**src/rtl/alu_ctrl_pkg.sv**
```systemverilog
// Shared opcode, control-pattern, flag-class and FSM state definitions for
// the ALU0 op sequencer and its opcode ROM. Optional macro: ALU_BACK2BACK_EN.
package alu_ctrl_pkg;

    localparam int OPW   = 4;
    localparam int CTRLW = 6;

    localparam logic [1:0] FLAG_RST = 2'b00;

    typedef enum logic [OPW-1:0] {
        OP_ADD = 4'd0,
        OP_SUB = 4'd1,
        OP_OR  = 4'd2,
        OP_NOT = 4'd3,
        OP_XOR = 4'd4,
        OP_AND = 4'd5,
        OP_MOV = 4'd6,
        OP_INC = 4'd7,
        OP_DEC = 4'd8,
        OP_SLA = 4'd9,
        OP_SLL = 4'd10,
        OP_ROL = 4'd11,
        OP_SRA = 4'd12,
        OP_SRL = 4'd13,
        OP_ROR = 4'd14,
        OP_ILL = 4'd15
    } op_e;

    // Bit i of each pattern is Ctrl<i>, so these read as the Ctrl0..Ctrl5
    // string reversed.
    localparam logic [CTRLW-1:0] CTRL_ADD = 6'b010010;
    localparam logic [CTRLW-1:0] CTRL_SUB = 6'b100010;
    localparam logic [CTRLW-1:0] CTRL_OR  = 6'b010100;
    localparam logic [CTRLW-1:0] CTRL_NOT = 6'b001100;
    localparam logic [CTRLW-1:0] CTRL_XOR = 6'b011100;
    localparam logic [CTRLW-1:0] CTRL_AND = 6'b011000;
    localparam logic [CTRLW-1:0] CTRL_MOV = 6'b000000;
    localparam logic [CTRLW-1:0] CTRL_INC = 6'b110110;
    localparam logic [CTRLW-1:0] CTRL_DEC = 6'b000110;
    localparam logic [CTRLW-1:0] CTRL_SLA = 6'b001001;
    localparam logic [CTRLW-1:0] CTRL_SLL = 6'b000001;
    localparam logic [CTRLW-1:0] CTRL_ROL = 6'b010001;
    localparam logic [CTRLW-1:0] CTRL_SRA = 6'b001101;
    localparam logic [CTRLW-1:0] CTRL_SRL = 6'b000101;
    localparam logic [CTRLW-1:0] CTRL_ROR = 6'b010101;

    typedef enum logic [1:0] {
        FC_NONE  = 2'd0,
        FC_LOGIC = 2'd1,
        FC_ARITH = 2'd2
    } flag_class_e;

    typedef enum logic [1:0] {
        S_IDLE = 2'd0,
        S_EXEC = 2'd1,
        S_WB   = 2'd2
    } state_e;

endpackage

```
**src/rtl/alu_op_rom.sv**
```systemverilog
// Combinational opcode decode: op_code -> {ctrl, flag_class, illegal}.
// Ports: op_code in; ctrl, flag_class, illegal out.
module alu_op_rom
    import alu_ctrl_pkg::*;
(
    input  logic [OPW-1:0]   op_code,
    output logic [CTRLW-1:0] ctrl,
    output flag_class_e      flag_class,
    output logic             illegal
);

    always_comb begin
        ctrl       = CTRL_MOV;
        flag_class = FC_NONE;
        illegal    = 1'b0;
        case (op_code)
            OP_ADD: begin ctrl = CTRL_ADD; flag_class = FC_ARITH; end
            OP_SUB: begin ctrl = CTRL_SUB; flag_class = FC_ARITH; end
            OP_OR:  begin ctrl = CTRL_OR;  flag_class = FC_LOGIC; end
            OP_NOT: begin ctrl = CTRL_NOT; flag_class = FC_LOGIC; end
            OP_XOR: begin ctrl = CTRL_XOR; flag_class = FC_LOGIC; end
            OP_AND: begin ctrl = CTRL_AND; flag_class = FC_LOGIC; end
            OP_MOV: begin ctrl = CTRL_MOV; flag_class = FC_NONE;  end
            OP_INC: begin ctrl = CTRL_INC; flag_class = FC_ARITH; end
            OP_DEC: begin ctrl = CTRL_DEC; flag_class = FC_ARITH; end
            OP_SLA: begin ctrl = CTRL_SLA; flag_class = FC_ARITH; end
            OP_SLL: begin ctrl = CTRL_SLL; flag_class = FC_ARITH; end
            OP_ROL: begin ctrl = CTRL_ROL; flag_class = FC_ARITH; end
            OP_SRA: begin ctrl = CTRL_SRA; flag_class = FC_ARITH; end
            OP_SRL: begin ctrl = CTRL_SRL; flag_class = FC_ARITH; end
            OP_ROR: begin ctrl = CTRL_ROR; flag_class = FC_ARITH; end
            default: begin
                // Illegal opcode behaves as MOV and never touches flags.
                ctrl       = CTRL_MOV;
                flag_class = FC_NONE;
                illegal    = 1'b1;
            end
        endcase
    end

endmodule

```
**src/rtl/alu_op_sequencer.sv**
```systemverilog
// ALU0 op sequencer: accepts an opcode over valid/ready, drives Ctrl0..Ctrl5
// for one EXEC cycle, owns carry/zero flags, pulses done (and illegal) in WB.
// Ports: clk, rst_n (sync, active-low); op_valid/op_ready/op_code/op_setf;
// alu_ctrl/alu_ctrl_valid; c_flag/z_flag; alu_c_in/alu_z_in; done/illegal.
// Optional macro ALU_BACK2BACK_EN: also accept in WB (1 op / 2 cycles).
module alu_op_sequencer
    import alu_ctrl_pkg::*;
(
    input  logic             clk,
    input  logic             rst_n,
    input  logic             op_valid,
    output logic             op_ready,
    input  logic [OPW-1:0]   op_code,
    input  logic             op_setf,
    output logic [CTRLW-1:0] alu_ctrl,
    output logic             alu_ctrl_valid,
    output logic             c_flag,
    output logic             z_flag,
    input  logic             alu_c_in,
    input  logic             alu_z_in,
    output logic             done,
    output logic             illegal
);

    state_e           state_q, state_d;
    logic [OPW-1:0]   op_q;
    logic             setf_q;
    logic             c_q, z_q;
    logic [CTRLW-1:0] rom_ctrl;
    flag_class_e      rom_fc;
    logic             rom_ill;
    logic             accept;

    alu_op_rom u_rom (
        .op_code    (op_q),
        .ctrl       (rom_ctrl),
        .flag_class (rom_fc),
        .illegal    (rom_ill)
    );

    always_comb begin
        op_ready = 1'b0;
        case (state_q)
            S_IDLE: op_ready = 1'b1;
`ifdef ALU_BACK2BACK_EN
            S_WB:   op_ready = 1'b1;
`endif
            default: op_ready = 1'b0;
        endcase
    end

    assign accept = op_valid & op_ready;

    always_comb begin
        state_d        = state_q;
        alu_ctrl       = '0;
        alu_ctrl_valid = 1'b0;
        done           = 1'b0;
        illegal        = 1'b0;
        case (state_q)
            S_IDLE: begin
                if (accept) state_d = S_EXEC;
            end
            S_EXEC: begin
                alu_ctrl       = rom_ctrl;
                alu_ctrl_valid = 1'b1;
                state_d        = S_WB;
            end
            S_WB: begin
                done    = 1'b1;
                illegal = rom_ill;
                state_d = accept ? S_EXEC : S_IDLE;
            end
            default: state_d = S_IDLE;
        endcase
    end

    always_ff @(posedge clk) begin
        if (!rst_n) begin
            state_q    <= S_IDLE;
            op_q       <= '0;
            setf_q     <= 1'b0;
            {z_q, c_q} <= FLAG_RST;
        end else begin
            state_q <= state_d;
            if (accept) begin
                op_q   <= op_code;
                setf_q <= op_setf;
            end
            // Flags commit on the EXEC->WB edge so a back-to-back op's
            // EXEC already sees the updated carry.
            if (state_q == S_EXEC && setf_q) begin
                case (rom_fc)
                    FC_ARITH: begin
                        c_q <= alu_c_in;
                        z_q <= alu_z_in;
                    end
                    FC_LOGIC: begin
                        c_q <= 1'b0;
                        z_q <= alu_z_in;
                    end
                    default: ;
                endcase
            end
        end
    end

    assign c_flag = c_q;
    assign z_flag = z_q;

endmodule

```
**config.mk**
```make
export PLATFORM = sky130hd
export DESIGN_NAME = alu_op_sequencer
export DESIGN_NICKNAME = d
export VERILOG_FILES = /design/src/rtl/alu_ctrl_pkg.sv /design/src/rtl/alu_op_rom.sv /design/src/rtl/alu_op_sequencer.sv
export SDC_FILE = /design/constraint.sdc
export NUM_CORES = 1
export LEC_CHECK = 0
export CORE_MARGIN = 8
export CORE_UTILIZATION = 40
export DETAILED_ROUTE_END_ITERATION = 10
export PLACE_DENSITY = 0.8
export SYNTH_ARGS = -nofsm -noshare
export SYNTH_HDL_FRONTEND = slang
export SYNTH_SLANG_ARGS = --single-unit
```
**constraint.sdc**
```tcl
create_clock -name clk -period 3.9 [get_ports clk]
set_input_delay 0.78 -clock clk [delete_from_list [all_inputs] [get_ports clk]]
set_output_delay 0.78 -clock clk [all_outputs]
set_load 0.02 [all_outputs]
```
Yosys cells after proc, flatten, opt, wreduce, memory -nomap -nowiden
Index checks and enable logic that the tools add are counted.
- bits in registers: 9
- word-level logic and storage cells: 47
- output and inout bits: 12
- muxes and demuxes: 12
- eq/ne operators: 19
- reduce and logical (&&, ||, !) cells: 10
- bitwise logic cells: 1
- operators with widths (kind ; count):
    $pmux 6 s14 ; 1
    $eq 4x4->1 const B ; 7
    $eq 4x3->1 const B ; 4
    $reduce_or 15->1 ; 1
    $reduce_or 10->1 ; 1
    $eq 4x2->1 const B ; 2
    $mux 1 ; 6
    $mux 6 ; 1
    $pmux 2 s3 ; 1
    $eq 2x1->1 const B ; 2
    $eq 2x2->1 const B ; 2
    $eq 4x1->1 const B ; 1
    $logic_not 4->1 ; 1
    $pmux 2 s2 ; 1
    $reduce_and 2->1 ; 2
    $reduce_or 4->1 ; 1
    $logic_not 2->1 ; 1
    $mux 2 ; 1
    $ne 2x2->1 const B ; 1
    $pmux 1 s2 ; 1
    $reduce_bool 2->1 ; 1
    $reduce_or 2->1 ; 1
    $and 1x1->1 ; 1
    $logic_and 1x1->1 ; 1

Depth between registers and ports, before layout
Gate-level depths: netlist (run 1).
- word-level depth: 6
- depth in mapped cells: 8
- mapped depth without buffers: 7

Cells and area by module
From an unflattened synthesis (run 1), not the netlist that was laid out.
- cells, all modules: 81
- area total of the unflattened synthesis: 659.4 um2
- modules (own cells, without submodules) (module ; instances ; area each (um2) ; cells an instance):
    alu_op_sequencer ; 1 ; 437.9 ; 48
    alu_op_rom ; 1 ; 221.5 ; 33

Worst setup path before layout (run 1)
OpenSTA, ideal clock, no wires.
- kind: reg-to-output
- start point: register state_q[1]
- end point: output illegal
- cell stages (with the launch flop): 3
- setup slack: 1.763 ns
- required time: 3.120 ns
- arrival: 1.357 ns
- cell sequence: dfxtp_1 -> nor2b_1 -> nor3b_1
- cells in the longest elaborated chain, start to end: 2
- RTL lines (what ; RTL line ; text):
    from (decl) ; alu_op_sequencer.sv:25 ; state_e state_q, state_d;
    from (signal assigned) ; alu_op_sequencer.sv:85 ; state_q <= state_d;
    $eq 2x2->1 ; alu_op_sequencer.sv:60 ; case (state_q)
    $mux 1 ; alu_op_sequencer.sv:60 ;
    to (decl) ; alu_op_sequencer.sv:22 ; output logic illegal
Every way passes these cells.

Final worst setup path (run 1)
- start point: register op_q[0]
- end point: output alu_ctrl[3]
- cells in the longest elaborated chain, start to end: 3
- elaborated cells on any way between the ends: 16
- classes of those cells: eq/ne: 13; mux: 2; reduce/logical: 1
- RTL lines (what ; RTL line ; text):
    from (decl) ; alu_op_sequencer.sv:26 ; logic [OPW-1:0] op_q;
    from (signal assigned) ; alu_op_sequencer.sv:87 ; op_q <= op_code;
    $eq 4x4->1 (tied with other cells) ; alu_op_rom.sv:16 ; case (op_code)
    $pmux 6 s14 * ; alu_op_rom.sv:16 ;
    $mux 6 * ; alu_op_sequencer.sv:60 ;
    to (decl) ; alu_op_sequencer.sv:15 ; output logic [CTRLW-1:0] alu_ctrl,
Mark *: on every way between the ends. The rest lies on a longest branch, timed or not.

==> flow_summary.ini, run 1 <==
[synthesis]
syn_inst = 71
synth_ff_type = dfxtp_1
synth_edf_count = 0
syn_avg_cell_area_um2 = 8.28
ys_ff_latch = 9
syn_area_um2 = 588
yosys_warnings = 0
synthTopCellsByCount = dfxtp_1 (9), nor2b_1 (8), mux2i_1 (6)
synthTopCellsByArea = dfxtp_1 (31%), mux2i_1 (10%), nor2b_1 (8.5%), buf_2 (3.4%), nand2b_1 (3.2%)
synth-seq-area-share_pct = 30.6
synth_top_area_cell = dfxtp_1
async_flop_share_pct = 0
syn_nets = 82
yosys.cell_count.top_type = dfxtp_1
synth.distinct_cells = 30
yosysTopAreaCellShare_pct = 30.6

[route]
viasPerCell = 5.12
wl_per_cell_um = 12.8
drc = 0
dr.pass1.iters = 4
antenna_left = 0
drt_iter0_markers = 8
vias = 553
drt_wl_total_mm = 1.39

[placed_design]
dp_hpwl_mm = 1.09
portBuffers = 21
gp_congestion = 0.816

[sta]
min_period_over_period_pct = 71.8
fin_skew_ps = 0.738
drv_slew = 0
tightest_slew_ps = 513
setup_tns_ps = 0
min_period_ps = 2800
final-hold-violation-count = 0
slew_headroom_pct = 65.8
whs_ps = 477
setup_violations = 0
timing.fmax_ghz = 0.357
rsz0062_at_grt = no

[pwr]
fin_total_pwr_mw = 0.234
max-vdd-ir-drop_mv = 0.270
powerDensity_nw_per_um2 = 284
p_leak_nw = 0.294

[global_routing]
grt_pass1_wl_mm = 2.26
antenna_found_initial = 0
grt_pass1_vias = 520
grt_start_max_net_pins = 17
grt-ovfl-total = 0
grt.total_usage_pct = 10.2

[worst_setup_path]
ff2ff_path_depth = 6
startpoint = op_q[0]$_SDFFE_PN0P_
cp_slowest_cell = clkdlybuf4s50_1
slowest_delay_ps = 620
cp_data_arrival_time_ps = 2020
critPathKind = reg2out
timing.rr.start = op_q[3]$_SDFFE_PN0P_
end_kind = output pin
worst_ep_required_time_ps = 3120
crit_chain = nand2_1 -> or3_1 -> a31oi_1 -> clkdlybuf4s50_1
crit_fanout = 12
critical-path-top-delay-family = buffers and inverters
r2r_slack_ps = 1920
crit_path_start_kind = flip-flop
timing.rr.end = z_flag$_SDFFE_PN0P_
crit_buf_inv = 1

[hold_path]
min_path_cells = 2
hold_start = c_flag$_SDFFE_PN0P_
min_path_type = reg2reg
hold_path_end = c_flag$_SDFFE_PN0P_

[finish]
diodes = 0
drive_gt1_share_pct = 6.52
nets = 104
fill_cells = 139
syn2layout_area_growth_pct = 40.2

[clock_network]
postCtsSetupRepairBufs = 0
postCtsResizedCells = 0
cts_buffers = 3
clockBufferDepth = 2
cts_sinks = 9
cts.clk_slew.worst_paths_ps = 60
htreeDepth = 1
cts_tree = done
clk_latency_ps = 250
cts_root_buf = clkbuf_4
cts_hold_buf = 0

[floorplan]
die_w_um = 54.3
dieArea_um2 = 2950
io_pins = 22
dieHeight_um = 54.3
num_rows = 14
start_util_pct = 40.9
coreArea_um2 = 1440

[outcome]
status = finished clean

[run]
max-cap-violations = 0
stage by stage:
stage / std cells / instance area [um2] / worst slack (ps) / utilization [%]
CTS: 108 / 825 / 1080 / 57.4
finish: 108 / 825 / 1100 / 57.4
floorplan: 71 / 588 / 1760 / -
global placement: 104 / 798 / 1410 / 55.6
detailed placement: 104 / 798 / 1360 / 55.6
global route: 108 / 825 / 937 / 57.4
flip-flops by register name (all words and copies together) (netlist names):
name / count
state_q: 2
z_flag: 1
setf_q: 1
op_q: 4
c_flag: 1
how the worst max path moves through the flow:
stage             endpoint  cells past startpoint
3_3_place_gp   alu_ctrl[3]                      4
5_1_grt        alu_ctrl[3]                      4
2_1_floorplan      illegal                      2
3_5_place_dp   alu_ctrl[3]                      4
4_1_cts        alu_ctrl[3]                      4
6_report       alu_ctrl[3]                      4
kinds of logic (layout without fill, tap and decap cells):
group / after synthesis / after routing / synth area share [%]
flip-flops: 9 / 9 / 30.6
multiplexers: 6 / 6 / 10.2
adder cells (fa/ha/maj): 1 / 1 / 2.13
AO/OA/AOI/OAI: 11 / 11 / 12.6
AND/OR/NAND/NOR: 35 / 35 / 36.2
XOR/XNOR: 2 / 2 / 2.98
buffers and inverters: 7 / 28 / 5.32
worst reg2reg max path: stages (launching register included):
cell	delay, ps
dfxtp_1	620
nor2b_1	130
a22o_1	260
ha_1	270
and4bb_1	330
mux2i_1	200
nor2b_1	60
cell type report:
type / instances / area (um2) / area share (%)
Multi-Input combinational cell: 55 / 377 / 45.7
Timing Repair Buffer: 21 / 210 / 25.5
Sequential cell: 9 / 180 / 21.9
Clock buffer: 4 / 26.3 / 3.19
Tap cell: 16 / 20.0 / 2.43
Inverter: 3 / 11.3 / 1.37
routing by layer:
metal,up-vias,share of wire [%],GRT usage (%)
met4,0,1.9,7.38
met3,2,5.6,0.272
met5,-,0,0
li1,291,-,-
met2,15,49,17.4
met1,245,44,11.9
power by group:
| group | internal [mW] | switching (mW) |
|---|---|---|
| logic | 0.0330 | 0.0246 |
| registers | 0.0967 | 0.0115 |
| clock network | 0.0392 | 0.0290 |
cell usage in the layout, fill, tap and decap left out, drive strengths merged:
cell type,n
a21boi,1
or3,1
a21o,1
nand2,4
a21oi,1
nor3b,2
nand3b,2
and4bb,1
nor2b,8
o21ai,3
nor2,5
dfxtp,9
mux2i,6
a31oi,2
o221ai,1
nor3,2
a32oi,1
and2,2
clkdlybuf4s50,21
clkbuf,4
nor4,1
inv,3
xnor2,2
ha,1
nand2b,3
nand3,3
a22o,1
and3,1
Note: power is estimated with default switching activity, not from simulation.
==> run 2, diff against run 1 <==
Settings changed: CORE_UTILIZATION 40 to 38, PLACE_DENSITY 0.8 to 0.79.
Clock period 3.9 ns to 2.5 ns, I/O delays scaled along.
==> run 2 against run 1 <==
Sequential share of layout area down 0.16 points. Combinational power up 71%. Register-to-register slack worse by 1200 ps. First-iteration DRC count up 75%. Routed wire length up 6.9%. Sequential cell count unchanged. Worst hold slack better by 3.2 ps. Critical path depth up 1. Clock skew up 12 ps. Via count up 5.6%.
==> flow_summary.ini, run 2 (synthesis gave the netlist of run 1 again) <==
[finish]
finish.instance_area_um2 = 842
syn2layout_area_growth_pct = 43.2
final_cell_mix = clkdlybuf4s50_1 (21), nor2b_1 (8), dfxtp_1 (7), mux2i_1 (6), nor2_1 (5)
nets = 106
final_common_cell = clkdlybuf4s50_1
regMostFlops = op_q
drive_gt1_share_pct = 10.6
diodes = 0
top_regs = op_q x4, state_q x2
largest_register_ffs = 4

[global_routing]
antenna_found_initial = 0
grt_pass1_vias = 558
grt.total_usage_pct = 9.15
grt-ovfl-total = 0
grt_pass1_wl_mm = 2.41
grt_start_max_net_pins = 17

[placed_design]
portBuffers = 21
dp_hpwl_mm = 1.14
pre_cts_ws_ps = 314
placed_cell_area_um2 = 813
gp_congestion = 0.760

[floorplan]
num_rows = 14
dieHeight_um = 55.3
start_util_pct = 40.0
coreArea_um2 = 1470
io_pins = 22
die_w_um = 55.3
dieArea_um2 = 3060

[outcome]
status = finished clean

[worst_setup_path]
crit_path_start_kind = flip-flop
cp_data_arrival_time_ps = 1940
slowest_delay_ps = 620
crit_fanout = 5
crit_chain = nand2b_1 -> inv_2 -> o221ai_1 -> a21oi_1 -> clkdlybuf4s50_1
cp_slowest_cell = clkdlybuf4s50_1
critPathKind = reg2out
worst_ep_required_time_ps = 2000
end_kind = output pin
critical-path-top-delay-family = buffers and inverters
crit_buf_inv = 2

[clock_network]
cts_root_buf = clkbuf_4
cts_sinks = 9
cts_tree = done
clk_latency_ps = 260
cts_hold_buf = 0
cts.clk_slew.worst_paths_ps = 70
postCtsResizedCells = 0
cts_buffers = 3
htreeDepth = 1
clockBufferDepth = 2
postCtsSetupRepairBufs = 0

[route]
vias = 584
wl_per_cell_um = 13.5
drc = 0
drt_iter0_markers = 14
drt_wl_total_mm = 1.48
viasPerCell = 5.31
dr.pass1.iters = 4
antenna_left = 0

[sta]
final-hold-violation-count = 0
min_period_over_period_pct = 97.7
slew_headroom_pct = 73.7
drv_slew = 0
setup_slack_ps = 56.6
tightest_slew_ps = 394
timing.fmax_ghz = 0.409
setup_violations = 0
fin_skew_ps = 12.5
min_period_ps = 2440

[pwr]
p_sw_share_pct = 29.0
combPwrFrac_pct = 26.2
max-vdd-ir-drop_mv = 0.314
powerDensity_nw_per_um2 = 446
intPower_mw = 0.267
sequentialPowerShare_pct = 43.9
p_switching_mw = 0.109
pwr-share-clk_pct = 29.8
fin_total_pwr_mw = 0.375
p_leak_nw = 0.306

[hold_path]
min_path_type = reg2reg

[run]
max-cap-violations = 0
[run 2: cell count changes in the layout (fill, tap and decap cells not counted), sizes merged]
cell,delta
buf,+2
[run 2: power groups by stage]
stage,clock network [mW],registers [mW],logic [mW]
2_1_floorplan,0,0.161,0.0639
3_3_place_gp,0,0.167,0.0972
3_5_place_dp,0,0.167,0.0982
4_1_cts,0.113,0.164,0.0987
5_1_grt,0.124,0.166,0.107
6_report,0.112,0.165,0.0984
[run 2: metrics by stage]
stage          cells  setup TNS [ps]  hold slack [ps]  util (%)
3_3_place_gp     106               0              454      55.3
2_1_floorplan     71               0              475         -
3_5_place_dp     106               0              474      55.3
4_1_cts          110               0              483      57.1
6_report         110               0              480      57.2
5_1_grt          110           -3.51              501      57.2
[run 2: path summary, 6_finish.rpt]
path | start | to | slack [ps] | cells after the start
worst max register to register | op_q[0]$_SDFFE_PN0P_ | z_flag$_SDFFE_PN0P_ | 720 | 8
worst min register to register | c_flag$_SDFFE_PN0P_ | c_flag$_SDFFE_PN0P_ | 480 | 2
worst min-delay path | c_flag$_SDFFE_PN0P_ | c_flag$_SDFFE_PN0P_ | 480 | 2
worst max-delay path | state_q[0]$_SDFFE_PN0P_ | alu_ctrl[4] | 60 | 5
[run 2: layout make-up]
| cell class | instances | area, um2 |
|---|---|---|
| multi-input cells | 55 | 377 |
| repair buffers | 23 | 225 |
| fillers | 133 | 629 |
| well taps | 16 | 20.0 |
| inverters | 3 | 11.3 |
| clock buffers | 4 | 26.3 |
| flip-flops and latches | 9 | 183 |
[run 2: metal layers]
metal	vias to the layer above	global-route usage, %	share of wire, %
met3	2	4.79	7.6
li1	298	-	-
met2	21	14.6	48
met5	-	0	0
met1	263	10.1	43
met4	0	3.17	0.95
[run 2: worst register-to-register path: stages, from the launching register on]
cell,delay (ps)
dfxtp_1,330
buf_4,170
nand3_1,80
o21ai_1,60
a22o_1,190
ha_1,260
and4bb_1,320
mux2i_1,190
nor2b_1,60
==> run 3, diff against run 2 <==
Settings changed: MAX_ROUTING_LAYER set to met4.
==> run 3 against run 2 <==
Final area did not move. Power barely moved. Global-route usage is 0.24 points higher. Routed wire length down 1.2%. First-iteration DRC count stayed put.
==> flow_summary.ini, run 3 (synthesis gave the netlist of run 1 again) <==
[floorplan]
io_pins = 22
start_util_pct = 40.0
coreArea_um2 = 1470
dieHeight_um = 55.3
dieArea_um2 = 3060
die_w_um = 55.3
num_rows = 14

[worst_setup_path]
cp_data_arrival_time_ps = 1940
end_kind = output pin
crit_fanout = 5
worst_ep_required_time_ps = 2000
crit_path_start_kind = flip-flop
critPathKind = reg2out

[global_routing]
grt_start_max_net_pins = 17
grt_pass1_vias = 558
grt_pass1_wl_mm = 2.41
grt.total_usage_pct = 9.39
antenna_found_initial = 0
grt-ovfl-total = 0

[outcome]
status = finished clean

[finish]
final_cell_mix = clkdlybuf4s50_1 (21), nor2b_1 (8), dfxtp_1 (7), mux2i_1 (6), nor2_1 (5)
regMostFlops = op_q
diodes = 0
syn2layout_area_growth_pct = 43.2
utilization_pct = 57.2
largest_register_ffs = 4
multi_input_area_um2 = 377
ff_latch_area_um2 = 183
top_regs = op_q x4, state_q x2
drive_gt1_share_pct = 10.6
nets = 106
fill_cells = 133
final_common_cell = clkdlybuf4s50_1

[clock_network]
cts.clk_slew.worst_paths_ps = 70
clockBufferDepth = 2
htreeDepth = 1
cts_buffers = 3
cts_sinks = 9
postCtsSetupRepairBufs = 0
cts_tree = done
cts_root_buf = clkbuf_4
clk_latency_ps = 260
cts_hold_buf = 0

[placed_design]
gp_congestion = 0.770
dp_hpwl_mm = 1.14
pre_cts_ws_ps = 314
portBuffers = 21

[route]
viasPerCell = 5.26
antenna_left = 0
drt_iter0_markers = 14
vias = 579
drc = 0
dr.pass1.iters = 4
wl_per_cell_um = 13.3
drt_wl_total_mm = 1.46

[sta]
tightest_slew_ps = 385
final-hold-violation-count = 0
fin_skew_ps = 12.5
drv_slew = 0
whs_ps = 480
min_period_ps = 2440
min_period_over_period_pct = 97.7
setup_violations = 0
slew_headroom_pct = 74.3
setup_slack_ps = 58.4
timing.fmax_ghz = 0.410

[hold_path]
min_path_type = reg2reg

[run]
max-cap-violations = 0

[pwr]
powerDensity_nw_per_um2 = 445
max-vdd-ir-drop_mv = 0.314
p_leak_nw = 0.306
[run 3: worst max-delay path, cell delays in order (launching register included)]
cell and delay [ps]:
dfxtp_1 440, nand2b_1 220, inv_2 130, o221ai_1 110
a21oi_1 150, clkdlybuf4s50_1 620
[run 3: path summary, 6_finish.rpt]
path,depth (start not counted),start,slack [ps],endpoint
hold / removal,2,c_flag$_SDFFE_PN0P_,480,c_flag$_SDFFE_PN0P_
setup reg to reg,8,op_q[0]$_SDFFE_PN0P_,720,z_flag$_SDFFE_PN0P_
setup / recovery,5,state_q[0]$_SDFFE_PN0P_,60,alu_ctrl[4]
hold reg to reg,2,c_flag$_SDFFE_PN0P_,480,c_flag$_SDFFE_PN0P_
[run 3: what timing repair did]
item                                    4_1_cts  5_1_grt
endpoints found under the setup margin        0        5
hold endpoints to repair                      0        0
gates resized for setup                       0        2
[run 3: metrics by stage]
| stage | power [mW] | cell area, um2 | setup TNS, ps | std cells |
|---|---|---|---|---|
| 2_1_floorplan | 0.225 | 588 | 0 | 71 |
| 3_3_place_gp | 0.264 | 813 | 0 | 106 |
| 3_5_place_dp | 0.266 | 813 | 0 | 106 |
| 4_1_cts | 0.376 | 840 | 0 | 110 |
| 5_1_grt | 0.397 | 842 | -3.51 | 110 |
| 6_report | 0.375 | 842 | 0 | 110 |
[run 3: final cells by class]
cell class | instances | share of cell area [%]
Multi-Input combinational cell | 55 | 44.7
Timing Repair Buffer | 23 | 26.7
Sequential cell | 9 | 21.7
Clock buffer | 4 | 3.12
Tap cell | 16 | 2.38
Inverter | 3 | 1.34
[run 3: per-layer routing]
layer  vias to the layer above  wire length [um]  global-route usage (%)
met5                         -                 0                       -
met2                        20               700                    14.6
met4                         0                12                    3.17
met3                         2                93                    4.34
met1                       259               657                    10.3
li1                        298                 -                       -
[run 3: report_power, final]
group	total [mW]	switching (mW)	leakage [nW]	internal, mW
sequential	0.165	0.0135	0.0745	0.151
clock	0.112	0.0506	0.0150	0.0613
combinational	0.0983	0.0444	0.216	0.0539
